[src/rtl/tppe_pkg.sv]
// ============================================================================
// Module   : tppe_pkg
// Purpose  : Shared state encoding and default widths for the corrector.
// Revision : 1.0
// ============================================================================
`default_nettype none

package tppe_pkg;

    localparam int unsigned C_TIMESTEPS_DEF    = 8;
    localparam int unsigned C_WEIGHT_WIDTH_DEF = 8;
    localparam int unsigned C_ACC_WIDTH_DEF    = 12;
    localparam int unsigned C_ADDR_WIDTH_DEF   = 8;

    typedef enum logic [2:0] {
        ST_IDLE      = 3'd0,
        ST_FETCH     = 3'd1,
        ST_WAIT_DATA = 3'd2,
        ST_APPLY     = 3'd3,
        ST_OUTPUT    = 3'd4
    } state_e;

endpackage

`default_nettype wire

[src/rtl/corr_lane.sv]
// ============================================================================
// Module   : corr_lane
// Purpose  : One lane's correction accumulator (clear / conditional add).
//            Macro ACC_SAT_EN selects saturating instead of wrapping adds.
// Revision : 1.0
// ============================================================================
`default_nettype none

module corr_lane #(
    parameter int ACC_WIDTH    = 12,
    parameter int WEIGHT_WIDTH = 8
) (
    input  logic                    clk,
    input  logic                    rst,
    input  logic                    clear_i,
    input  logic                    add_i,
    input  logic [WEIGHT_WIDTH-1:0] weight_i,
    output logic [ACC_WIDTH-1:0]    acc_o
);

    logic [ACC_WIDTH-1:0] acc_q;
    logic [ACC_WIDTH-1:0] acc_d;

`ifdef ACC_SAT_EN
    logic [ACC_WIDTH:0] sum_w;
    assign sum_w = {1'b0, acc_q} + (ACC_WIDTH+1)'(weight_i);
    assign acc_d = sum_w[ACC_WIDTH] ? {ACC_WIDTH{1'b1}} : sum_w[ACC_WIDTH-1:0];
`else
    assign acc_d = acc_q + ACC_WIDTH'(weight_i);
`endif

    always_ff @(posedge clk or posedge rst) begin
        if (rst) begin
            acc_q <= '0;
        end else if (clear_i) begin
            acc_q <= '0;
        end else if (add_i) begin
            acc_q <= acc_d;
        end
    end

    assign acc_o = acc_q;

endmodule

`default_nettype wire

[src/rtl/pseudo_acc_corrector.sv]
// ============================================================================
// Module   : pseudo_acc_corrector
// Purpose  : Pseudo accumulator with per-lane fibre-driven corrections.
//            Macro ACC_SAT_EN enables saturating accumulation / clamped results.
// Revision : 1.0
// ============================================================================
`default_nettype none

module pseudo_acc_corrector
    import tppe_pkg::*;
#(
    parameter int TIMESTEPS    = C_TIMESTEPS_DEF,
    parameter int WEIGHT_WIDTH = C_WEIGHT_WIDTH_DEF,
    parameter int ACC_WIDTH    = C_ACC_WIDTH_DEF,
    parameter int ADDR_WIDTH   = C_ADDR_WIDTH_DEF
) (
    input  logic                           clk,
    input  logic                           rst,
    input  logic                           fast_valid,
    input  logic [WEIGHT_WIDTH-1:0]        fast_weight,
    output logic                           fast_ready,
    input  logic                           slow_valid,
    input  logic [WEIGHT_WIDTH-1:0]        slow_weight,
    input  logic [ADDR_WIDTH-1:0]          slow_offset,
    output logic                           slow_ready,
    output logic [ADDR_WIDTH-1:0]          fa_addr,
    output logic                           fa_read_en,
    input  logic [TIMESTEPS-1:0]           fa_data,
    input  logic                           fa_valid,
    input  logic                           row_end,
    output logic [TIMESTEPS*ACC_WIDTH-1:0] result_data,
    output logic                           result_valid,
    input  logic                           result_ready,
    output logic                           busy
);

    state_e                         state_q;
    logic [ACC_WIDTH-1:0]           pseudo_q;
    logic [ACC_WIDTH-1:0]           pseudo_d;
    logic                           end_pending_q;
    logic [WEIGHT_WIDTH-1:0]        weight_q;
    logic [ADDR_WIDTH-1:0]          offset_q;
    logic [TIMESTEPS-1:0]           data_q;
    logic [ADDR_WIDTH-1:0]          fa_addr_q;
    logic                           fa_read_en_q;
    logic [TIMESTEPS*ACC_WIDTH-1:0] result_q;
    logic [TIMESTEPS*ACC_WIDTH-1:0] result_d;
    logic                           result_valid_q;

    logic                           fast_fire_w;
    logic                           slow_fire_w;
    logic                           lane_clear_w;
    logic [TIMESTEPS-1:0]           lane_add_w;
    logic [ACC_WIDTH-1:0]           corr_w [TIMESTEPS];

    assign fast_ready   = !end_pending_q && (state_q != ST_OUTPUT);
    assign slow_ready   = (state_q == ST_IDLE) && !end_pending_q;
    assign busy         = (state_q != ST_IDLE) || end_pending_q;
    assign fast_fire_w  = fast_valid && fast_ready;
    assign slow_fire_w  = slow_valid && slow_ready;
    assign lane_clear_w = (state_q == ST_OUTPUT) && result_ready;

    assign fa_addr      = fa_addr_q;
    assign fa_read_en   = fa_read_en_q;
    assign result_data  = result_q;
    assign result_valid = result_valid_q;

`ifdef ACC_SAT_EN
    logic [ACC_WIDTH:0] pseudo_sum_w;
    assign pseudo_sum_w = {1'b0, pseudo_q} + (ACC_WIDTH+1)'(fast_weight);
    assign pseudo_d     = pseudo_sum_w[ACC_WIDTH] ? {ACC_WIDTH{1'b1}}
                                                  : pseudo_sum_w[ACC_WIDTH-1:0];
`else
    assign pseudo_d = pseudo_q + ACC_WIDTH'(fast_weight);
`endif

    // A cleared fibre bit means the lane never saw this weight, so it is
    // subtracted back out of the shared pseudo sum.
    generate
        for (genvar t = 0; t < TIMESTEPS; t++) begin : g_lane
            assign lane_add_w[t] = (state_q == ST_APPLY) && !data_q[t];

            corr_lane #(
                .ACC_WIDTH   (ACC_WIDTH),
                .WEIGHT_WIDTH(WEIGHT_WIDTH)
            ) u_corr_lane (
                .clk     (clk),
                .rst     (rst),
                .clear_i (lane_clear_w),
                .add_i   (lane_add_w[t]),
                .weight_i(weight_q),
                .acc_o   (corr_w[t])
            );
        end
    endgenerate

    always_comb begin
        result_d = '0;
        for (int t = 0; t < TIMESTEPS; t++) begin
`ifdef ACC_SAT_EN
            result_d[t*ACC_WIDTH +: ACC_WIDTH] =
                (corr_w[t] > pseudo_q) ? '0 : (pseudo_q - corr_w[t]);
`else
            result_d[t*ACC_WIDTH +: ACC_WIDTH] = pseudo_q - corr_w[t];
`endif
        end
    end

    always_ff @(posedge clk or posedge rst) begin
        if (rst) begin
            state_q        <= ST_IDLE;
            pseudo_q       <= '0;
            end_pending_q  <= 1'b0;
            weight_q       <= '0;
            offset_q       <= '0;
            data_q         <= '0;
            fa_addr_q      <= '0;
            fa_read_en_q   <= 1'b0;
            result_q       <= '0;
            result_valid_q <= 1'b0;
        end else begin
            fa_read_en_q <= 1'b0;

            if (fast_fire_w) begin
                pseudo_q <= pseudo_d;
            end
            if (row_end && !end_pending_q && (state_q != ST_OUTPUT)) begin
                end_pending_q <= 1'b1;
            end

            case (state_q)
                ST_IDLE: begin
                    if (slow_fire_w) begin
                        weight_q <= slow_weight;
                        offset_q <= slow_offset;
                        state_q  <= ST_FETCH;
                    end else if (end_pending_q) begin
                        result_q       <= result_d;
                        result_valid_q <= 1'b1;
                        state_q        <= ST_OUTPUT;
                    end
                end
                ST_FETCH: begin
                    fa_addr_q    <= offset_q;
                    fa_read_en_q <= 1'b1;
                    state_q      <= ST_WAIT_DATA;
                end
                ST_WAIT_DATA: begin
                    if (fa_valid) begin
                        data_q  <= fa_data;
                        state_q <= ST_APPLY;
                    end
                end
                ST_APPLY: begin
                    state_q <= ST_IDLE;
                end
                ST_OUTPUT: begin
                    // Lane accumulators clear on this same handshake.
                    if (result_ready) begin
                        pseudo_q       <= '0;
                        end_pending_q  <= 1'b0;
                        result_valid_q <= 1'b0;
                        state_q        <= ST_IDLE;
                    end
                end
                default: begin
                    state_q <= ST_IDLE;
                end
            endcase
        end
    end

endmodule

`default_nettype wire

[config.mk]
export PLATFORM = sky130hd
export DESIGN_NAME = pseudo_acc_corrector
export DESIGN_NICKNAME = d
export VERILOG_FILES = /design/src/rtl/tppe_pkg.sv /design/src/rtl/corr_lane.sv /design/src/rtl/pseudo_acc_corrector.sv
export SDC_FILE = /design/constraint.sdc
export NUM_CORES = 1
export LEC_CHECK = 0
export BUFFER_PORTS_ARGS = -buffer_cell sky130_fd_sc_hd__buf_2
export CORE_ASPECT_RATIO = 0.7
export CORE_MARGIN = 8
export CORE_UTILIZATION = 30
export CTS_BUF_LIST = sky130_fd_sc_hd__clkbuf_8
export CTS_CLUSTER_DIAMETER = 200
export DETAILED_ROUTE_END_ITERATION = 10
export PLACE_DENSITY = 0.53
export SLEW_MARGIN = 20
export SYNTH_ARGS = -nofsm -noshare
export SYNTH_HDL_FRONTEND = slang
export SYNTH_SLANG_ARGS = --single-unit
[constraint.sdc]
create_clock -name clk -period 8.6 [get_ports clk]
set_input_delay 1.72 -clock clk [delete_from_list [all_inputs] [get_ports clk]]
set_output_delay 1.72 -clock clk [all_outputs]
set_load 0.01 [all_outputs]
==> flow_metrics.tcl, run 1 <==
set metrics [dict create \
    final_worst_setup_slack_ns 4.99 \
    area_delta_synth_final_pct 14.1 \
    final_period_util_pct 41.9 \
    dp_slack_ns 4.92 \
    post_drt_wl_per_cell_um 18.7 \
    ir_worst_vdd_mv 0.219 \
    detail_route.drc_violations 0 \
    final-hold-violation-count 0 \
    timing.critical_path.slowest_stage_cell "dfrtp_1" \
    synth_top_cells_by_area "dfrtp_1, ha_1, nand2_1" \
    slew_headroom_pct 25.9 \
    crit_chain "nor3b_2 -> nor2_1 -> buf_2" \
    ctsLongestPathBuffers 3 \
    post_synth_num_cell_types 58 \
    timing.clock.skew_ns 0.0242 \
    cts_setup_buffers 0 \
    cell_taking_the_most_area_after_synthesis "dfrtp_1" \
    syn_area_um2 16500 \
    power_frac_clock_pct 17.0 \
    postLayoutCoreUtil_pct 34.4 \
    num_antenna_cells 0 \
    power_frac_seq_pct 28.9 \
    dp.final_hpwl_mm 35.7 \
    tightestPinTransition_ns 1.11 \
    floorplan.die.height_um 212 \
    max-cap-violations 0 \
    endpoint_kind "output port" \
    cp.arrival_ns 1.89 \
    sequential_cell_area_um2 6060 \
    slew_violations 0 \
    netlist.area_leader.share_pct 36.6 \
    detailedRoute.firstPassIterationCount 5 \
    fmax_achieved_mhz 277 \
    ant_nets 0 \
    maximum_number_of_pins_on_one_net_before_global_route_repair 194 \
    final_nets 2150 \
    primary_ff_master_synth "dfrtp_1" \
    run_status "finished clean" \
    period_minus_slack_ns 3.61 \
    power.switching_fraction_pct 47.8 \
    cts.sink_count 242 \
    worstSetupStartpointType "register" \
    overflow 0 \
    die_area_um2 63000 \
    mostFrequentLayoutCells "dfrtp_1, nand2_1, ha_1" \
    vias_in_the_first_global_route 13427 \
    detail_route.vias_per_cell 5.19 \
    htree_num_levels 2 \
    power_share_of_the_combinational_group_pct 54.0 \
    portBuffers 147 \
    timing.critical_path.slowest_cell_delay_ns 0.73 \
    place.gp.congestion 0.843 \
    synth_enable_flop_cells 0 \
    boundaryPins 148 \
    clk_latency_ns 0.59 \
    gate_count_after_technology_mapping 1805 \
    cpLargestDelayFamily "flip-flops" \
    gr-usage-all-layers_pct 15.6 \
    ys.warnings.count 0 \
    p_sw_w 0.00326 \
    p_int_w 0.00355 \
    final_layout_size_suffix_gt1_share_pct 13.3 \
    report.final.setup_viol 0 \
    tritoncts.num_buffers 45 \
    first_iter_violations 818 \
    cts_tree "done" \
    layout.cells.most_common "dfrtp_1" \
    ctsHoldBuffers 0 \
    synthesis.nets 2021 \
    synth.yosys.seq_area_share_pct 36.6 \
    die_width_um 297 \
    detail_route.wirelength_mm 50.4 \
    cp_data_required_time_ns 6.88 \
    antenna_found_initial 4 \
    area_of_the_multi_input_gates_um2 9750 \
    hold_path.class "reg -> reg" \
    timing.critical_path.fanout_max 15 \
    vias 14027 \
    clk_pin_slew_ns 0.06 \
    cellLeakagePower_nw 8.72 \
    async_reset_ff_share_pct 100 \
    grt_first_pass_wirelength_mm 78.0 \
    postSynthRegisterBits 242 \
    grt_setup_unrepaired "false" \
    tns_ns 0 \
    cts.root.buffer_cell "clkbuf_8" \
    num_rows 72 \
    start_util_pct 30.1 \
    cp.buffers_inverters 1 \
    reg2reg_slack_ns 5.71 \
    path_class "reg -> out" \
    syn-mean-instance-area_um2 9.16 \
    finalPower_w 0.00680 \
    post_cts_resized 0 \
    fill_cells 5613 \
    power.density_nw_per_um2 361 \
    core_region_area_um2 54900 \
]
## cell usage after synthesis, drive strengths merged (9+ instances only)
cell type,count
nand2b,27
mux2,32
mux2i,29
a22o,44
o31ai,44
a41oi,9
fa,17
inv,102
xor2,58
o21ai,152
a22oi,9
clkbuf,29
o211ai,37
a21o,21
nor4b,9
a21oi,126
o21a,16
buf,45
nand4,38
nor2b,21
nor2,92
nand2,210
dfrtp,242
ha,160
nor3,19
a211oi,43
or4,16
xnor2,27
nand3,62
## worst register-to-register path: stages, from the launching register on
cell      delay, ns
dfrtp_1        0.37
inv_1          0.80
fa_1           0.39
nor2b_1        0.08
o31ai_1        0.49
a211oi_1       0.21
o21a_1         0.24
o31ai_1        0.22
## through the flow
| step | cell area [um2] | hold slack (ns) | cells |
|---|---|---|---|
| 6_report | 18900 | 0.468 | 2702 |
| 5_1_grt | 18900 | 0.492 | 2702 |
| 2_1_floorplan | 16500 | 0.459 | 1805 |
| 4_1_cts | 18900 | 0.474 | 2702 |
| 3_3_place_gp | 18000 | 0.458 | 2627 |
| 3_5_place_dp | 18000 | 0.461 | 2627 |
## logic make-up (layout without fill, tap and decap cells)
family	after synthesis	count (layout)	synth area share (%)
flops	242	242	36.6
xor+xnor	85	85	4.50
fa+ha+maj	177	177	14.2
compound gates	530	530	20.3
buf+inv	176	333	4.50
simple gates	534	534	15.9
mux	61	61	3.94
## power groups by stage
| stage | combinational [W] | clock (W) | sequential, W |
|---|---|---|---|
| CTS | 0.00371 | 0.00120 | 0.00197 |
| detailed placement | 0.00369 | 0 | 0.00199 |
| finish | 0.00368 | 0.00116 | 0.00197 |
| global route | 0.00414 | 0.00125 | 0.00202 |
| floorplan | 0.00259 | 0 | 0.00186 |
| global placement | 0.00361 | 0 | 0.00198 |
## layer usage
layer,GRT usage (%),vias up,routed length [um]
met1,23.1,6715,24900
met2,22.9,357,21000
li1,-,6857,-
met5,0,-,0
met3,3.04,98,3070
met4,4.35,0,1420
## registers in the layout, indices dropped and copies added (netlist names)
| signal | flops |
|---|---|
| result_valid | 1 |
| pseudo_q | 12 |
| result_data | 96 |
| offset_q | 8 |
| weight_q | 8 |
| fa_read_en | 1 |
| fa_addr | 8 |
| state_q | 3 |
| g_lane.u_corr_lane.acc_o | 96 |
| data_q | 8 |
| end_pending_q | 1 |
## cell type report
type	count	share of cell area, %
multi-input cells	1387	51.7
flip-flops and latches	242	32.1
well taps	740	4.91
repair buffers	156	4.39
clock buffers	59	4.31
inverters	102	2.07
clock inverters	16	0.498
## path summary, 6_finish.rpt
check,from,to,depth (start not counted)
max,state_q[2],fast_ready,3
max in group asynchronous,rst,result_data[74],3
min reg2reg,result_data[46],result_data[46],2
max reg2reg,pseudo_q[1],result_data[46],7
min,result_data[46],result_data[46],2
min in group asynchronous,rst,result_data[12],2
Note: power is estimated with default switching activity, not from simulation.
==> run 2: changes to the inputs <==
==> constraint.sdc (replaced) <==
create_clock -name clk -period 2.92 [get_ports clk]
set_input_delay 0.584 -clock clk [delete_from_list [all_inputs] [get_ports clk]]
set_output_delay 0.584 -clock clk [all_outputs]
set_load 0.01 [all_outputs]
==> run 2 against run 1 <==
Clock skew up 0.018 ns. Sequential cell count is the same. Worst hold slack worse by 0.31 ns.
==> flow_metrics.tcl, run 2 (synthesis gave the netlist of run 1 again) <==
set metrics [dict create \
    portBuffers 147 \
    dp_slack_ns 0.363 \
    place.gp.congestion 0.852 \
    grt_first_pass_wirelength_mm 79.2 \
    boundaryPins 148 \
    postLayoutCoreUtil_pct 35.0 \
    placedCellCount 2664 \
    dp.final_hpwl_mm 37.9 \
    final-hold-violation-count 0 \
    tightestPinTransition_ns 1.01 \
    maximum_number_of_pins_on_one_net_before_global_route_repair 112 \
    run_status "finished clean" \
    slew_violations 0 \
    die_width_um 297 \
    htree_num_levels 2 \
    final-instance-count-excl-fill 2746 \
    grt_setup_unrepaired "false" \
    first_iter_violations 885 \
    ir_worst_vdd_mv 0.662 \
    timing.critical_path.slowest_cell_delay_ns 0.67 \
    num_antenna_cells 0 \
    path_class "reg -> reg" \
    cp.arrival_ns 3.20 \
    gr-usage-all-layers_pct 16.0 \
    clk_pin_slew_ns 0.06 \
    vias 14128 \
    endpoint_kind "register" \
    cts.root.buffer_cell "clkbuf_8" \
    post_drt_wl_per_cell_um 18.8 \
    fill_cells 5681 \
    mostFrequentLayoutCells "dfrtp_1, nand2_1, ha_1" \
    die_area_um2 63000 \
    report.final.setup_viol 0 \
    tritoncts.num_buffers 46 \
    detailedRoute.firstPassIterationCount 5 \
    max-cap-violations 0 \
    cellLeakagePower_nw 8.94 \
    timing.critical_path.fanout_max 9 \
    num_rows 72 \
    area_delta_synth_final_pct 16.2 \
    ctsLongestPathBuffers 3 \
    start_util_pct 30.1 \
    floorplan.die.height_um 212 \
    cp_data_required_time_ns 3.47 \
    detail_route.vias_per_cell 5.14 \
    power.density_nw_per_um2 1070 \
    overflow 0 \
    layout.cells.most_common "dfrtp_1" \
    clk_latency_ns 0.64 \
    detail_route.drc_violations 0 \
    final_layout_size_suffix_gt1_share_pct 14.9 \
    final_nets 2189 \
    cts_tree "done" \
    post_cts_resized 0 \
    worstSetupStartpointType "register" \
    cts.sink_count 242 \
    period_minus_slack_ns 2.65 \
    final_worst_setup_slack_ns 0.267 \
    hold_path.class "in -> reg" \
    finalPower_w 0.0205 \
    crit_chain "ha_1 -> nand3_1 -> o2111ai_1 -> a41oi_1 -> or3_1 -> a21oi_1" \
    fmax_achieved_mhz 377 \
    timing.clock.skew_ns 0.0420 \
    core_region_area_um2 54900 \
    final.hold.worst_slack_ns 0.161 \
    vias_in_the_first_global_route 13559 \
    ant_nets 0 \
    timing.critical_path.slowest_stage_cell "dfrtp_1" \
    slew_headroom_pct 32.5 \
    antenna_found_initial 0 \
    final_period_util_pct 90.9 \
    detail_route.wirelength_mm 51.7 \
]
[run 2: changes by cell type in the layout (fill, tap and decap cells not counted), sizes merged]
cell	delta
buf	+37
bufinv	-1
clkbuf	-2
clkinv	+3
clkinvlp	+1
dlygate4sd3	+1
inv	+5
[run 2: where the power goes]
part,internal [W],leakage (nW),switching [W]
combinational,0.00451,5.25,0.00698
clock,0.00176,0.528,0.00162
sequential,0.00442,3.17,0.00116
total,0.0107,8.94,0.00976
[run 2: final timing paths]
kind	from	to	slack, ns	depth (start not counted)
max reg2reg	weight_q[2]	g_lane[6].u_corr_lane.acc_o[11]	0.27	6
min in group asynchronous	rst	g_lane[1].u_corr_lane.acc_o[7]	0.52	3
min reg2reg	result_data[87]	result_data[87]	0.47	2
max	weight_q[2]	g_lane[6].u_corr_lane.acc_o[11]	0.27	6
min	slow_offset[2]	offset_q[2]	0.16	2
max in group asynchronous	rst	pseudo_q[2]	1.66	4
[run 2: per-layer routing]
| metal | vias to the layer above | GRT usage, % | wire length, um |
|---|---|---|---|
| li1 | 6942 | - | - |
| met1 | 6737 | 23.2 | 25600 |
| met2 | 365 | 24.0 | 22000 |
| met3 | 84 | 3.28 | 2860 |
| met4 | 0 | 4.57 | 1260 |
| met5 | - | 0 | 0 |
[run 2: cell type report]
class	count	area (um2)	share of cell area [%]
Sequential cell	242	6060	31.5
Tap cell	740	926	4.82
Inverter	102	387	2.01
Multi-Input combinational cell	1387	9750	50.8
Timing Repair Buffer	194	1180	6.14
Clock inverter	24	120	0.625
Clock buffer	57	785	4.09
[run 2: worst max-delay path: cells and delay by family, from the launching register on]
family | cells | cell delay, ns
fa+ha+maj | 1 | 0.53
compound gates | 3 | 0.84
flops | 1 | 0.67
simple gates | 2 | 0.51
[run 2: through the flow]
step / instance area (um2) / TNS, ns
floorplan: 16500 / -203.23
global placement: 18300 / 0
detailed placement: 18300 / 0
CTS: 19200 / 0
global route: 19200 / 0
finish: 19200 / 0
[run 2: what timing repair did]
item                                   CTS  global route
hold buffers                             1             0
endpoints found under the hold margin    8             0
setup buffers                            0             0
